<file path="config.mk">
export PLATFORM = sky130hd
export DESIGN_NAME = mmu_utlb
export DESIGN_NICKNAME = d
export VERILOG_FILES = /design/src/rtl/mmu_utlb.sv
export SDC_FILE = /design/constraint.sdc
export NUM_CORES = 1
export LEC_CHECK = 0
export CORE_MARGIN = 2
export CORE_UTILIZATION = 55
export CTS_BUF_LIST = sky130_fd_sc_hd__clkbuf_4 sky130_fd_sc_hd__clkbuf_8
export DETAILED_ROUTE_END_ITERATION = 12
export DONT_BUFFER_PORTS = 1
export MAX_ROUTING_LAYER = met4
export PLACE_DENSITY = 0.66
export SLEW_MARGIN = 40
export SYNTH_ARGS = -nofsm -noshare
export SYNTH_HDL_FRONTEND = slang
export SYNTH_SLANG_ARGS = --single-unit
</file>
<file path="constraint.sdc">
create_clock -name clk -period 9 [get_ports clk]
set_input_delay 1.8 -clock clk [delete_from_list [all_inputs] [get_ports clk]]
set_output_delay 1.8 -clock clk [all_outputs]
set_load 0.02 [all_outputs]
</file>
<file path="src/rtl/mmu_utlb.sv">
// mmu_utlb: virtual-to-physical address translator for the MIPS core.
//
// kseg0/kseg1 are translated by direct mapping. A user-mode access to any
// kernel address raises an address error. kuseg/kseg2/kseg3 go through a
// fully-associative micro-TLB. A micro-TLB miss asks the shared main TLB
// for the entry over the refill handshake. Only one translation is in
// flight at a time.
//
// Ports:
//   clk, rst            clock, synchronous active-high reset
//   req_*               request: valid/ready, vaddr, store flag
//   user_mode, asid     CPU mode and current ASID, captured with the request
//   cp0_kseg0_uncached  kseg0 cacheability, captured with the request
//   flush               invalidate every micro-TLB entry
//   resp_*              result: valid/ready, paddr, uncached, exception code
//                       (0 none, 1 addr_err, 2 tlb_refill, 3 tlb_invalid,
//                        4 tlb_modified)
//   refill_valid/vpn/asid  miss request to the main TLB
//   refill_done/hit/pfn/g/v/d/c  main TLB answer (done is a one-cycle pulse)
//
// Optional build macro MMU_UTLB_PERF_EN adds the outputs perf_hit_cnt and
// perf_miss_cnt. These count micro-TLB hits and misses on the mapped path.
module mmu_utlb #(
    parameter int ENTRIES = 4,
    parameter int ASID_W  = 8,
    parameter int VPN_W   = 20,
    parameter int PFN_W   = 20
) (
    input  logic              clk,
    input  logic              rst,
    input  logic              req_valid,
    output logic              req_ready,
    input  logic [31:0]       req_vaddr,
    input  logic              req_is_store,
    input  logic              user_mode,
    input  logic [ASID_W-1:0] asid,
    input  logic              cp0_kseg0_uncached,
    input  logic              flush,
    output logic              resp_valid,
    input  logic              resp_ready,
    output logic [31:0]       resp_paddr,
    output logic              resp_uncached,
    output logic [2:0]        resp_exc,
    output logic              refill_valid,
    output logic [VPN_W-1:0]  refill_vpn,
    output logic [ASID_W-1:0] refill_asid,
    input  logic              refill_done,
    input  logic              refill_hit,
    input  logic [PFN_W-1:0]  refill_pfn,
    input  logic              refill_g,
    input  logic              refill_v,
    input  logic              refill_d,
    input  logic              refill_c
`ifdef MMU_UTLB_PERF_EN
    ,
    output logic [31:0]       perf_hit_cnt,
    output logic [31:0]       perf_miss_cnt
`endif
);

    localparam int IDX_W = (ENTRIES > 1) ? $clog2(ENTRIES) : 1;

    localparam logic [2:0] EXC_NONE     = 3'd0;
    localparam logic [2:0] EXC_ADDR_ERR = 3'd1;
    localparam logic [2:0] EXC_REFILL   = 3'd2;
    localparam logic [2:0] EXC_INVALID  = 3'd3;
    localparam logic [2:0] EXC_MODIFIED = 3'd4;

    typedef enum logic [1:0] {S_IDLE, S_LOOKUP, S_REFILL, S_RESP} state_t;

    typedef struct packed {
        logic [2:0]  exc;
        logic [31:0] paddr;
        logic        unc;
    } resp_t;

    // Builds a mapped-page response. V and D are checked here. When an
    // exception is raised, paddr and uncached are forced to zero.
    function automatic resp_t form_resp(input logic [PFN_W-1:0] pfn,
                                        input logic v, input logic d,
                                        input logic c, input logic store,
                                        input logic [11:0] offset);
        resp_t r;
        r.exc   = EXC_NONE;
        r.paddr = 32'({pfn, offset});
        r.unc   = c;
        if (!v) begin
            r.exc = EXC_INVALID;
        end else if (store && !d) begin
            r.exc = EXC_MODIFIED;
        end
        if (r.exc != EXC_NONE) begin
            r.paddr = '0;
            r.unc   = 1'b0;
        end
        return r;
    endfunction

    state_t              state_q, state_d;
    logic [31:0]         vaddr_q, vaddr_d;
    logic                store_q, store_d;
    logic                user_q, user_d;
    logic [ASID_W-1:0]   asid_q, asid_d;
    logic                kseg0_unc_q, kseg0_unc_d;
    logic [31:0]         resp_paddr_q, resp_paddr_d;
    logic                resp_unc_q, resp_unc_d;
    logic [2:0]          resp_exc_q, resp_exc_d;
    logic [VPN_W-1:0]    refill_vpn_q, refill_vpn_d;
    logic [ASID_W-1:0]   refill_asid_q, refill_asid_d;
    logic [IDX_W-1:0]    rr_q, rr_d;
    logic [ENTRIES-1:0]  valid_q, valid_d;
    logic                ent_we;

    // Entry payload. Only the valid bits need a reset.
    logic [VPN_W-1:0]    ent_vpn_q  [ENTRIES];
    logic [ASID_W-1:0]   ent_asid_q [ENTRIES];
    logic [PFN_W-1:0]    ent_pfn_q  [ENTRIES];
    logic [ENTRIES-1:0]  ent_g_q, ent_v_q, ent_d_q, ent_c_q;

    logic                hit;
    logic [IDX_W-1:0]    hit_idx;

`ifdef MMU_UTLB_PERF_EN
    logic [31:0]         perf_hit_q, perf_hit_d;
    logic [31:0]         perf_miss_q, perf_miss_d;
    assign perf_hit_cnt  = perf_hit_q;
    assign perf_miss_cnt = perf_miss_q;
`endif

    assign req_ready     = (state_q == S_IDLE);
    assign resp_valid    = (state_q == S_RESP);
    assign refill_valid  = (state_q == S_REFILL);
    assign resp_paddr    = resp_paddr_q;
    assign resp_uncached = resp_unc_q;
    assign resp_exc      = resp_exc_q;
    assign refill_vpn    = refill_vpn_q;
    assign refill_asid   = refill_asid_q;

    // Parallel compare. The scan runs downward so that the lowest matching
    // index is the one left in hit_idx.
    always_comb begin
        hit     = 1'b0;
        hit_idx = '0;
        for (int i = ENTRIES - 1; i >= 0; i--) begin
            if (valid_q[i] && (ent_vpn_q[i] == vaddr_q[31:12]) &&
                (ent_g_q[i] || (ent_asid_q[i] == asid_q))) begin
                hit     = 1'b1;
                hit_idx = IDX_W'(i);
            end
        end
    end

    always_comb begin
        resp_t r;
        state_d       = state_q;
        vaddr_d       = vaddr_q;
        store_d       = store_q;
        user_d        = user_q;
        asid_d        = asid_q;
        kseg0_unc_d   = kseg0_unc_q;
        resp_paddr_d  = resp_paddr_q;
        resp_unc_d    = resp_unc_q;
        resp_exc_d    = resp_exc_q;
        refill_vpn_d  = refill_vpn_q;
        refill_asid_d = refill_asid_q;
        rr_d          = rr_q;
        valid_d       = valid_q;
        ent_we        = 1'b0;
        r             = '0;
`ifdef MMU_UTLB_PERF_EN
        perf_hit_d    = perf_hit_q;
        perf_miss_d   = perf_miss_q;
`endif

        unique case (state_q)
            S_IDLE: begin
                if (req_valid) begin
                    vaddr_d     = req_vaddr;
                    store_d     = req_is_store;
                    user_d      = user_mode;
                    asid_d      = asid;
                    kseg0_unc_d = cp0_kseg0_uncached;
                    state_d     = S_LOOKUP;
                end
            end
            S_LOOKUP: begin
                state_d = S_RESP;
                if (user_q && vaddr_q[31]) begin
                    resp_exc_d   = EXC_ADDR_ERR;
                    resp_paddr_d = '0;
                    resp_unc_d   = 1'b0;
                end else if (vaddr_q[31:30] == 2'b10) begin
                    // kseg0 (100) and kseg1 (101) strip the top three bits.
                    resp_exc_d   = EXC_NONE;
                    resp_paddr_d = {3'b000, vaddr_q[28:0]};
                    resp_unc_d   = vaddr_q[29] ? 1'b1 : kseg0_unc_q;
                end else if (hit) begin
                    r = form_resp(ent_pfn_q[hit_idx], ent_v_q[hit_idx],
                                  ent_d_q[hit_idx], ent_c_q[hit_idx],
                                  store_q, vaddr_q[11:0]);
                    resp_exc_d   = r.exc;
                    resp_paddr_d = r.paddr;
                    resp_unc_d   = r.unc;
`ifdef MMU_UTLB_PERF_EN
                    perf_hit_d   = perf_hit_q + 32'd1;
`endif
                end else begin
                    refill_vpn_d  = vaddr_q[31:12];
                    refill_asid_d = asid_q;
                    state_d       = S_REFILL;
`ifdef MMU_UTLB_PERF_EN
                    perf_miss_d   = perf_miss_q + 32'd1;
`endif
                end
            end
            S_REFILL: begin
                if (refill_done) begin
                    state_d = S_RESP;
                    if (refill_hit) begin
                        r = form_resp(refill_pfn, refill_v, refill_d, refill_c,
                                      store_q, vaddr_q[11:0]);
                        resp_exc_d   = r.exc;
                        resp_paddr_d = r.paddr;
                        resp_unc_d   = r.unc;
                        // A coincident flush cancels the write. The victim
                        // pointer then stays put, because nothing was written.
                        if (!flush) begin
                            ent_we         = 1'b1;
                            valid_d[rr_q]  = 1'b1;
                            rr_d           = (rr_q == IDX_W'(ENTRIES - 1)) ?
                                             '0 : rr_q + 1'b1;
                        end
                    end else begin
                        resp_exc_d   = EXC_REFILL;
                        resp_paddr_d = '0;
                        resp_unc_d   = 1'b0;
                    end
                end
            end
            S_RESP: begin
                if (resp_ready) begin
                    state_d = S_IDLE;
                end
            end
            default: state_d = S_IDLE;
        endcase

        // Flush overrides any valid bit that the refill path set this cycle.
        if (flush) begin
            valid_d = '0;
        end
    end

    always_ff @(posedge clk) begin
        if (rst) begin
            state_q       <= S_IDLE;
            vaddr_q       <= '0;
            store_q       <= 1'b0;
            user_q        <= 1'b0;
            asid_q        <= '0;
            kseg0_unc_q   <= 1'b0;
            resp_paddr_q  <= '0;
            resp_unc_q    <= 1'b0;
            resp_exc_q    <= '0;
            refill_vpn_q  <= '0;
            refill_asid_q <= '0;
            rr_q          <= '0;
            valid_q       <= '0;
`ifdef MMU_UTLB_PERF_EN
            perf_hit_q    <= '0;
            perf_miss_q   <= '0;
`endif
        end else begin
            state_q       <= state_d;
            vaddr_q       <= vaddr_d;
            store_q       <= store_d;
            user_q        <= user_d;
            asid_q        <= asid_d;
            kseg0_unc_q   <= kseg0_unc_d;
            resp_paddr_q  <= resp_paddr_d;
            resp_unc_q    <= resp_unc_d;
            resp_exc_q    <= resp_exc_d;
            refill_vpn_q  <= refill_vpn_d;
            refill_asid_q <= refill_asid_d;
            rr_q          <= rr_d;
            valid_q       <= valid_d;
`ifdef MMU_UTLB_PERF_EN
            perf_hit_q    <= perf_hit_d;
            perf_miss_q   <= perf_miss_d;
`endif
        end
    end

    always_ff @(posedge clk) begin
        if (ent_we) begin
            ent_vpn_q[rr_q]  <= refill_vpn_q;
            ent_asid_q[rr_q] <= refill_asid_q;
            ent_pfn_q[rr_q]  <= refill_pfn;
            ent_g_q[rr_q]    <= refill_g;
            ent_v_q[rr_q]    <= refill_v;
            ent_d_q[rr_q]    <= refill_d;
            ent_c_q[rr_q]    <= refill_c;
        end
    end

endmodule

</file>
==> key figures <==
Clock network
  – Root buffer cell: clkbuf_8
  – Worst-skew pair later-pin latency: 0.58 ns
  – Post-CTS setup buffers: 0
  – CTS H-Tree Depth: 2
  – TritonCTS clock tree: built
  – Clock slew at reported path FFs: 0.06 ns
  – Post_cts resized: 0
  – CTS Buf Count: 52
  – Hold buffers post-CTS: 0
  – Clock Tree Buf Depth: 3
  – Clk sinks: 323

Pwr
  – Leakage: 5.35 nW
  – P per Cell Area: ~260 nW/um^2
  – Worst vdd ir: between 0.15 and 0.2 mV

Synth
  – Register area share after synthesis: 0.636
  – Top_reg_cell synth: edfxtp_1
  – Distinct cells, synth: 62
  – Post-synth EDFFs: approximately 210
  – Synthesized cell area: ~13000 um^2
  – Synth Instances: 1115
  – Asr flop ratio synth: 0
  – Syn_nets: 1197
  – #FFs+latches synth: 323
  – Ys Warns: 0
  – Syn avg cell area: 12.1 um^2

Finish
  – Ant. Diodes: 0
  – Final net count: 1181
  – Share of layout cells above drive strength 1: 0.121
  – Register area: around 8500 um^2
  – Area of the multi-input gates: 4520 um^2
  – P&R area growth vs syn: 9.86%
  – FILL cells: just under 2000

Die
  – Die area: about 26000 um^2
  – I/O pin cnt: ~140
  – Site Rows: 57
  – Die W: 160 um
  – Initial Utilization: 0.556
  – Chip Height: 160 um
  – Core area: approximately 24000 um^2

Worst setup path
  – CP startpoint kind: flop
  – Crit path cell chain: xor2_1 > or4b_2 > or4_1 > nor3_1 > o211a_2 > mux2_2 > or3_1 > o311ai_0 > o22ai_1
  – Worst path slowest cell: or4b_2
  – Slowest cell delay on critical path: between 0.6 and 0.7 ns
  – Worst-path fanout max: 20
  – WP buf/inv: 0
  – Kind of critical path: flop to flop
  – CP Capture Type: flop
  – Worst EP required: 9.43 ns
  – Critical path arrival: 4.43 ns
  – Top delay family on crit path: simple AND/OR/NAND/NOR gates

Timing
  – Skew final: 0.0281 ns
  – Sum of negative setup slack: 0 ns
  – Slew Viols, Final: 0
  – Crit share post-route: 0.444
  – Final setup viols: 0
  – PnR worst setup slack: 5.00 ns
  – Worst Max-Slew Pin Slew: 0.856 ns
  – Hold Fails Final Rpt: 0
  – Worst rel slew slack: 0.429
  – RSZ-0062 raised after global routing: no
  – Final min period: 4.00 ns
  – Max Fclk: 0.250 GHz

Hold path
  – Hold Path Class: flop to flop

Detailed routing
  – Initial DRC Count: 756
  – First-pass DRT Iterations: 5
  – Final WL: 32.3 mm
  – Post-route ant nets: 0
  – Vias/cell: 5.81
  – Wire per inst: 22.0 um
  – Vias: 8528
  – DRC viols: 0

Placed design
  – HPWL Detailed: 21.1 mm
  – Buffers on Ports: 0
  – Placer congestion estimate: 0.929
  – Setup WS pre-CTS: ~4.7 ns

Global routing
  – Antenna violations before repair: 0
  – Tot GR Track Use: 0.260
  – Pin count of the biggest net entering global routing: 109
  – Global-route wire length before repair: 49.7 mm
  – Vias in the first global route: between 8000 and 9000
  – Grt ovf: 0

Flow run
  – Max_cap viols: 0

Outcome
  – Status: finished, final reports clean
[sequential cells by signal (all words and copies together) (netlist names), 2 cells and up]
| signal | cells |
|---|---|
| ent_v_q | 4 |
| state_q | 2 |
| asid_q | 8 |
| valid_q | 4 |
| ent_d_q | 4 |
| refill_asid | 8 |
| refill_vpn | 20 |
| ent_pfn_q | 80 |
| resp_exc | 3 |
| ent_vpn_q | 80 |
| ent_asid_q | 32 |
| ent_g_q | 4 |
| vaddr_q | 32 |
| ent_c_q | 4 |
| resp_paddr | 32 |
| rr_q | 2 |
[logic make-up (layout without fill, tap and decap cells)]
logic type      Yosys count  count (layout)  synth area share
buf+inv                 101             129            0.0321
fa+ha+maj                 8               8           0.00744
compound gates          168             168            0.0823
xor+xnor                112             112            0.0730
simple gates            350             350             0.127
flops                   323             323             0.636
mux                      53              53            0.0423
[worst paths after layout]
path | start | to | slack [ns] | cells after the start
worst max-delay path | vaddr_q[21] | resp_uncached | 5.00 | 9
worst min-delay path | vaddr_q[10] | vaddr_q[10] | 0.45 | 2
worst max register to register | vaddr_q[21] | resp_uncached | 5.00 | 9
worst min register to register | vaddr_q[10] | vaddr_q[10] | 0.45 | 2
[routing by layer]
metal | GRT usage | wire (um)
met1 | 0.331 | 13800
met2 | 0.420 | 15500
met3 | 0.0602 | 2400
met4 | 0.0758 | 561
met5 | - | 0
[per-stage QoR]
stage	util	power [mW]	instance area (um^2)	hold slack (ns)	cells
finish	0.611	3.84	14800	0.447	1467
global route	0.611	4.00	14800	0.464	1467
CTS	0.610	3.86	14700	0.450	1466
detailed placement	0.563	2.52	13600	0.441	1368
global placement	0.562	2.50	13600	0.437	1368
floorplan	-	2.34	13400	0.434	1115
[where the power goes]
part	switching, mW	total (mW)	leakage [nW]	internal, mW
Combinational	0.416	0.629	1.92	0.214
Sequential	0.187	1.87	2.84	1.68
Clock	0.562	1.35	0.595	0.783
[worst register-to-register path, cell delays in order (launching register included)]
cell and delay [ns]:
dfxtp_1 0.58, xor2_1 0.14, or4b_2 0.64, or4_1 0.57
nor3_1 0.36, o211a_2 0.64, mux2_2 0.41, or3_1 0.30
o311ai_0 0.09, o22ai_1 0.12
[cell usage in the layout, fill, tap and decap left out, types with 7 or more instances in the layout]
cell type,Yosys,routed
nand4_1,12,12
nand3_1,16,16
a221oi_1,17,17
ha_1,8,8
nand2_1,146,146
clkbuf_8,0,59
edfxtp_1,208,208
clkbuf_4,0,24
nor3_1,27,27
inv_1,23,23
nor4_1,24,23
o21a_1,18,18
a21oi_1,74,74
clkinv_1,0,9
o22ai_1,18,18
o21ai_0,10,10
nor2_1,58,57
dfxtp_1,115,115
xnor2_1,36,36
mux2i_1,49,49
xor2_1,76,76
buf_4,3,7
and3_1,23,22
o21ai_2,10,10
[cells in the mapped netlist (3+ instances only)]
library cell  number  area [um^2]
dfxtp_1          115         2300
a21o_1             3         22.5
nand3b_1           3         22.5
nor2b_1            4         25.0
or4b_2             4         40.0
buf_2              9         45.0
mux4_2             3         67.6
nor4_1            24          150
or4_1              5         37.5
buf_4              3         22.5
a221oi_1          17          149
a21oi_1           74          370
o21ai_0           10         50.1
inv_1             23         86.3
mux2i_1           49          490
o21ai_2           10         87.6
clkbuf_1          61          229
o22ai_1           18          113
and3_1            23          144
nor3_1            27          135
nand4_1           12         75.1
nand2_1          146          548
edfxtp_1         208         6250
xor2_1            76          666
nor2_1            58          218
nand3_1           16         80.1
ha_1               8          100
buf_6              4         45.0
and2_1             8         50.1
o21a_1            18          135
xnor2_1           36          315
[final cells by class]
| type | instances | area share |
|---|---|---|
| Clock buffer | 83 | 0.0672 |
| Clock inverter | 15 | 0.00974 |
| Inverter | 23 | 0.00584 |
| Multi-Input combinational cell | 691 | 0.306 |
| Sequential cell | 323 | 0.579 |
| Tap cell | 324 | 0.0274 |
| Timing Repair Buffer | 8 | 0.00491 |
Power figures use the tool's default switching activity.
